<file path="src/rtl/mux_scan.sv">
// mux_scan: registered N-channel, W-bit multiplexer with round-robin auto-scan.
//
// Manual mode forwards the selected channel one cycle later. Scan mode steps
// through the channels enabled in ch_mask and holds each one for DWELL cycles.
// It pulses wrap on the first valid sample of every pass that begins after a
// wrap-around.
//
// Ports:
//   clk      rising-edge clock
//   rst_n    asynchronous active-low reset
//   din      flattened channel data, channel k at [k*WIDTH +: WIDTH]
//   sel      manual channel select
//   mode     0 = manual, 1 = scan
//   en       clock enable for all state
//   ch_mask  per-channel enable, 1 = channel enabled
//   dout     registered selected data
//   out_ch   channel index that dout was taken from
//   valid    dout holds data from an enabled channel
//   wrap     one-cycle pulse on the first sample of a new scan pass
module mux_scan #(
  parameter int WIDTH    = 4,
  parameter int CHANNELS = 4,
  parameter int DWELL    = 4
) (
  input  logic                          clk,
  input  logic                          rst_n,
  input  logic [CHANNELS*WIDTH-1:0]     din,
  input  logic [$clog2(CHANNELS)-1:0]   sel,
  input  logic                          mode,
  input  logic                          en,
  input  logic [CHANNELS-1:0]           ch_mask,
  output logic [WIDTH-1:0]              dout,
  output logic [$clog2(CHANNELS)-1:0]   out_ch,
  output logic                          valid,
  output logic                          wrap
);

  localparam int SEL_W = $clog2(CHANNELS);
  localparam int CNT_W = (DWELL > 1) ? $clog2(DWELL) : 1;

  logic [WIDTH-1:0] ch_data [CHANNELS];

  logic [WIDTH-1:0] dout_q,   dout_d;
  logic [SEL_W-1:0] out_ch_q, out_ch_d;
  logic             valid_q,  valid_d;
  logic             wrap_q,   wrap_d;
  logic [SEL_W-1:0] cur_ch_q, cur_ch_d;
  logic [CNT_W-1:0] cnt_q,    cnt_d;
  // Set by an advance whose new index is not above the old one. The next
  // valid sample is then the start of a fresh pass and carries the wrap pulse.
  logic             pend_q,   pend_d;

  logic [SEL_W-1:0] next_ch;
  logic [SEL_W-1:0] cand;
  logic             found;
  logic             next_wraps;
  logic             sel_ok;
  logic             advance;

  always_comb begin
    for (int k = 0; k < CHANNELS; k++) begin
      ch_data[k] = din[k*WIDTH +: WIDTH];
    end
  end

  // Next enabled channel strictly after cur_ch, searched modulo CHANNELS. If
  // cur_ch is the only enabled channel, the search lands back on cur_ch.
  always_comb begin
    next_ch = cur_ch_q;
    cand    = '0;
    found   = 1'b0;
    for (int k = 1; k <= CHANNELS; k++) begin
      cand = SEL_W'((int'(cur_ch_q) + k) % CHANNELS);
      if (!found && ch_mask[cand]) begin
        next_ch = cand;
        found   = 1'b1;
      end
    end
  end

  assign next_wraps = (next_ch <= cur_ch_q);
  assign sel_ok     = (int'(sel) < CHANNELS);
  // A channel masked off under the scan is left at once, without waiting for
  // its dwell to run out.
  assign advance    = !ch_mask[cur_ch_q] || (cnt_q == CNT_W'(DWELL - 1));

  // NOTE: every output of this block is given a default first, so no path
  // through it leaves a variable unassigned and no latch is inferred.
  always_comb begin
    dout_d   = dout_q;
    out_ch_d = out_ch_q;
    valid_d  = 1'b0;
    wrap_d   = 1'b0;
    cur_ch_d = cur_ch_q;
    cnt_d    = cnt_q;
    pend_d   = pend_q;

    if (en) begin
      if (!mode) begin
        out_ch_d = sel;
        cnt_d    = '0;
        pend_d   = 1'b0;
        if (sel_ok) begin
          dout_d   = ch_data[sel];
          valid_d  = ch_mask[sel];
          cur_ch_d = sel;
        end else begin
          // An out-of-range select gives zero data and never moves cur_ch
          // past the last real channel.
          dout_d   = '0;
          cur_ch_d = '0;
        end
      end else if (ch_mask == '0) begin
        cnt_d = '0;
      end else begin
        dout_d   = ch_data[cur_ch_q];
        out_ch_d = cur_ch_q;
        valid_d  = ch_mask[cur_ch_q];
        wrap_d   = pend_q & ch_mask[cur_ch_q];
        if (ch_mask[cur_ch_q]) begin
          pend_d = 1'b0;
        end
        if (advance) begin
          cur_ch_d = next_ch;
          cnt_d    = '0;
          if (next_wraps) begin
            pend_d = 1'b1;
          end
        end else begin
          cnt_d = cnt_q + CNT_W'(1);
        end
      end
    end
  end

  // NOTE: state registers use non-blocking assignments so every register
  // samples the values from before the edge, whatever order they are written in.
  always_ff @(posedge clk or negedge rst_n) begin
    if (!rst_n) begin
      dout_q   <= '0;
      out_ch_q <= '0;
      valid_q  <= 1'b0;
      wrap_q   <= 1'b0;
      cur_ch_q <= '0;
      cnt_q    <= '0;
      pend_q   <= 1'b0;
    end else begin
      dout_q   <= dout_d;
      out_ch_q <= out_ch_d;
      valid_q  <= valid_d;
      wrap_q   <= wrap_d;
      cur_ch_q <= cur_ch_d;
      cnt_q    <= cnt_d;
      pend_q   <= pend_d;
    end
  end

  assign dout   = dout_q;
  assign out_ch = out_ch_q;
  assign valid  = valid_q;
  assign wrap   = wrap_q;

endmodule

</file>
<file path="config.mk">
export PLATFORM = sky130hd
export DESIGN_NAME = mux_scan
export DESIGN_NICKNAME = d
export VERILOG_FILES = /design/src/rtl/mux_scan.sv
export SDC_FILE = /design/constraint.sdc
export NUM_CORES = 1
export LEC_CHECK = 0
export CORE_MARGIN = 2
export CORE_UTILIZATION = 51
export CTS_BUF_LIST = sky130_fd_sc_hd__clkbuf_8
export DETAILED_ROUTE_END_ITERATION = 7
export GPL_ROUTABILITY_DRIVEN = 0
export PLACE_DENSITY_LB_ADDON = 0.05
export SLEW_MARGIN = 20
export SYNTH_ARGS = -nofsm -noshare
export SYNTH_HDL_FRONTEND = slang
export SYNTH_SLANG_ARGS = --single-unit
</file>
<file path="constraint.sdc">
create_clock -name clk -period 4.2 [get_ports clk]
set_clock_uncertainty 0.05 [all_clocks]
set_input_delay 0.84 -clock clk [delete_from_list [all_inputs] [get_ports clk]]
set_output_delay 0.84 -clock clk [all_outputs]
set_load 0.02 [all_outputs]
</file>
======== Word level (Yosys, flattened, before mapping) ========
Index checks and enable logic that the tools add are counted.
word-level totals
  register bits after elaboration ......... 13
  input bits .............................. 26
  logic and storage cells ................. 84
operators by class
  add/subtract/negate cells ............... 5
  magnitude comparators ................... 9
  equal/unequal tests ..................... 3
  mux-type cells .......................... 46
  bitwise operators ....................... 3
  reductions and logical operators ........ 11
operator list
  cell                 count
  $mux 2               12
  $mux 4               6
  $mux 1               20
  $lt 2x3->1 const B   6
  $bmux 4 s2           2
  $bmux 1 s2           6
  $add 2x1->2 const B  3
  $ge 3x3->1 const B   2
  $not 2->3            2
  $add 2x2->2 const B  2
  $logic_not 1->1      4
  $logic_not 4->1      1
  $logic_and 1x1->1    3
  $reduce_and 3->1     1
  $eq 2x2->1 const B   1
  $le 2x2->1           1
  $ne 2x1->1 const B   1
  $ne 2x2->1 const B   1
  $reduce_and 2->1     1
  $and 1x1->1          1
  $logic_or 1x1->1     1

======== Logic depth before layout (Yosys ltp) ========
  depth after elaboration ................. 18
  mapped depth ............................ 9
  mapped depth without buffers ............ 8

======== Least setup slack after synthesis ========
Ideal clock, no wire load.
  path kind ............................... in2reg
  start ................................... input port ch_mask[0]
  end ..................................... register cur_ch_q[1]
  setup time .............................. 0.125 ns
  data arrival time ....................... 2.033 ns
  data required time ...................... 4.025 ns
  setup slack ............................. 1.992 ns
  cell stages on the path ................. 5
  path buffers ............................ 1
  cell sequence ........................... or4_4 > o21a_1 > buf_6 > nand2_4 > mux2_4
between the ends
  cells in the longest elaborated chain, start to end .. 15
  elaborated cells between the ends (all ways) .. 32
  those cells by class .................... eq/ne (2); mux (20); reduce/logical (10)
ends and longest elaborated chain
  what                          RTL line  source
  from (decl)                   31        input logic [CHANNELS-1:0] ch_mask,
  $bmux 1 s2                    74        if (!found && ch_mask[cand]) begin
  $mux 1 (not written as such)  74
  $mux 1                        74
  $logic_not 1->1               74
  $logic_and 1x1->1             74
  $mux 1                        74
  $logic_not 1->1               74
  $logic_and 1x1->1             74
  $mux 1                        74
  $logic_not 1->1               74
  $logic_and 1x1->1             74
  $mux 2                        74
  $mux 2                        123       if (advance) begin
  $mux 2                        113       end else if (ch_mask == '0) begin
  $mux 2                        99        if (!mode) begin
  to (signal assigned)          152       cur_ch_q <= cur_ch_d;
  to (decl)                     47        logic [SEL_W-1:0] cur_ch_q, cur_ch_d;
Several ways; a longest one is shown, not always the timed one. The select of a mux whose other input is x is not followed.
A chain may end at the register's enable or synchronous reset.

======== Worst setup path after layout ========
  start ................................... input port ch_mask[3]
  end ..................................... register pend_q
between the ends
  cells in the longest elaborated chain, start to end .. 17
  elaborated cells between the ends (all ways) .. 34
  those cells by class .................... order compare (1); eq/ne (1); mux (22); reduce/logical (10)
ends and longest elaborated chain
  what                          RTL line  source
  $bmux 1 s2                    74
  $mux 1 (not written as such)  74
  $mux 1                        74
  $logic_not 1->1               74
  $logic_and 1x1->1             74
  $mux 1                        74
  $logic_not 1->1               74
  $logic_and 1x1->1             74
  $mux 1                        74
  $logic_not 1->1               74
  $logic_and 1x1->1             74
  $mux 2                        74
  $le 2x2->1                    81        assign next_wraps = (next_ch <= cur_ch_q);
  $mux 1                        126       if (next_wraps) begin
  $mux 1                        123
  $mux 1                        113
  $mux 1                        99
  to (signal assigned)          154       pend_q <= pend_d;
  to (decl)                     51        logic pend_q, pend_d;
Several ways; a longest one is shown, not always the timed one. The select of a mux whose other input is x is not followed.

==> results.sh <==
export IMPL_status="finished clean"
export IMPL_worst_pin_slew_ns=0.5678
export IMPL_rows=16
export IMPL_yosys_warnings=0
export IMPL_drc=0
export IMPL_wirelength_um=2308
export IMPL_antenna_found_initial=0
export IMPL_dieArea_um2=2386
export IMPL_clk_pin_slew_ns=0.05
export IMPL_start_util_pct=53.39
export IMPL_die_h_um=48.85
export IMPL_slowest_stage="clkdlybuf4s50_1"
export IMPL_rsz0062_at_grt="false"
export IMPL_drive_above_1_share_pct=14.84
export IMPL_yosysTopAreaCell="dfrtp_1"
export IMPL_wire_per_inst_um=14.89
export IMPL_diodes=0
export IMPL_port_buffers=33
export IMPL_grt_pass1_vias=888
export IMPL_endpoint_kind="flip-flop"
export IMPL_coreArea_um2=1922
export IMPL_grt_overflow_total=0
export IMPL_worstSetupPathType="primary input to flip-flop"
export IMPL_clk_latency_ns=0.24
export IMPL_power_w=0.0006287
export IMPL_yosys_cell_types_count=31
export IMPL_clk_path_buf_depth=2
export IMPL_finalHoldViolCount=0
export IMPL_cpPeakStageDelay_ns=0.51
export IMPL_final_nets=158
export IMPL_clockRootBuffer="clkbuf_8"
export IMPL_cap_violations=0
export IMPL_synthArstFlopShare_pct=100.0
export IMPL_holdCritPathClass="flip-flop to flip-flop"
export IMPL_vias=911
export IMPL_numClockSinks=13
export IMPL_ios=34
export IMPL_synth_flop_cell="dfrtp_1"
export IMPL_cp_arrival_ns=2.82
export IMPL_drtIter0Drc=21
export IMPL_grt_pass1_wl_um=3919
export IMPL_fmaxAchievable_mhz=370.0
export IMPL_synth_top_cell_area_share_pct=31.71
export IMPL_cp_cell_sequence="clkdlybuf4s50_1 -> and3b_1 -> a211oi_1 -> nor2_1 -> ha_1 -> nor2b_1 -> o21ai_0 -> nand4_1 -> o2bb2ai_1"
export IMPL_worstPathRequired_ns=4.32
export IMPL_synth_edff_count=0
export IMPL_synthesis_nets=127
export IMPL_ys_ff_latch=13
export IMPL_cp_num_buf_inv=1
export IMPL_grt_use_total_pct=21.06
export IMPL_fin_crit_sh_pct=64.35
export IMPL_fin_crit_ns=2.703
export IMPL_syn_inst=98
export IMPL_fin_cells=155
export IMPL_post_dp_hpwl_um=1751
export IMPL_finalMaxSlewViolations=0
export IMPL_cts_hold_buf=0
export IMPL_setup_tns_ns=0
export IMPL_postPlaceCellArea_um2=1338
export IMPL_die_w_um=48.85
export IMPL_dp_cells=151
export IMPL_p_per_area_nw_per_um2=454.3
export IMPL_setup_viol=0
export IMPL_synthTopCellsByArea="dfrtp_1 32%, mux4_2 22%, nand2_1 5.1%"
export IMPL_p_leak_nw=0.5814
export IMPL_timing_slew_headroom_pct=62.03
export IMPL_synth_most_common_cell="nand2_1"
export IMPL_synth_top_cells_by_count="14 x nand2_1, 13 x dfrtp_1, 10 x mux4_2, 10 x nor2_1, 5 x inv_1"
export IMPL_syn_area_um2=1026
export IMPL_cts_setup_buffers=0
export IMPL_syn_avg_cell_area_um2=10.47
export IMPL_cts_tree="yes"
export IMPL_path_max_fanout=7
export IMPL_design_area_um2=1384
export IMPL_yosysSeqAreaShare_pct=31.71
export IMPL_grt_max_degree=15
export IMPL_htreeDepth=1
export IMPL_holdWs_ns=0.4494
export IMPL_area_growth_pct=34.88
export IMPL_via_per_inst=5.877
export IMPL_critPathTopFamily="compound AO/OA/AOI/OAI gates"
export IMPL_cts_buffers=3
export IMPL_drt_antenna_violating_nets=0
export IMPL_startpoint_type="primary input"
export IMPL_cts_resized=0
export IMPL_first_pass_iters=4
export IMPL_peakVddDrop_mv=0.2270
routing by layer:
metal | track usage, % | vias to the layer above | routed length [um] | share of wire [%]
li1 | - | 429 | - | -
met1 | 26.79 | 447 | 977 | 42
met2 | 37.44 | 30 | 1202 | 52
met3 | 2.147 | 5 | 104 | 4.5
met4 | 7.143 | 0 | 24 | 1.0
met5 | 0 | - | 0 | 0
final timing paths:
path | startpoint | endpoint | slack (ns) | cells past startpoint
setup / recovery | ch_mask[3] | pend_q | 1.50 | 9
hold / removal | pend_q | pend_q | 0.45 | 1
setup reg to reg | cur_ch_q[0] | pend_q | 1.88 | 8
hold reg to reg | pend_q | pend_q | 0.45 | 1
max in group asynchronous | rst_n | wrap | 2.81 | 1
min in group asynchronous | rst_n | dout[3] | 0.91 | 1
power breakdown:
part           internal, W  total (W)  switching (W)
registers         0.000159   0.000222      0.0000635
clock network    0.0000654   0.000110      0.0000442
logic             0.000173   0.000297       0.000124
cells by family after synthesis:
family                   after synthesis  share of synthesized area, %
multiplexers                          16                         28.41
adder cells (fa/ha/maj)                3                         3.659
AO/OA/AOI/OAI                         19                         12.56
AND/OR/NAND/NOR                       35                         16.71
buffers and inverters                 12                         6.950
flip-flops                            13                         31.71
metrics by stage:
stage	worst slack [ns]	util, %
global route	1.287	72.01
CTS	1.494	72.01
global placement	1.255	69.60
detailed placement	1.252	69.60
floorplan	1.992	-
finish	1.497	72.01
registers in the layout (all words and copies together), names as in the netlist:
signal    flops
wrap          1
dout          4
pend_q        1
valid         1
out_ch        2
cur_ch_q      2
cnt_q         2
layout make-up:
cell class | count | area, um2
Sequential cell | 13 | 325.3
Clock inverter | 1 | 5.005
Clock buffer | 3 | 41.29
Tap cell | 27 | 33.78
Timing Repair Buffer | 33 | 330.3
Fill cell | 148 | 538.0
Inverter | 5 | 18.77
Multi-Input combinational cell | 73 | 629.4
placed cells by master, fill, tap and decap left out, types with 2 or more instances in the layout:
cell and count:
clkbuf_8 3, o21ai_1 2, inv_1 5, nor2_1 10, mux2i_1 4, dfrtp_1 13, nor2b_1 2, a21oi_1 2
a31oi_1 4, nand2_1 14, ha_1 3, a22oi_1 2, o31ai_1 3, mux4_2 10, nand4_1 2, clkdlybuf4s50_1 33
o2bb2ai_1 2
worst register-to-register path: stages (launching register included):
cell,delay (ns)
dfrtp_1,0.70
and3b_1,0.25
a211oi_1,0.32
nor2_1,0.08
ha_1,0.29
nor2b_1,0.13
o21ai_0,0.15
nand4_1,0.11
o2bb2ai_1,0.16
(Power assumes the default switching activity.)
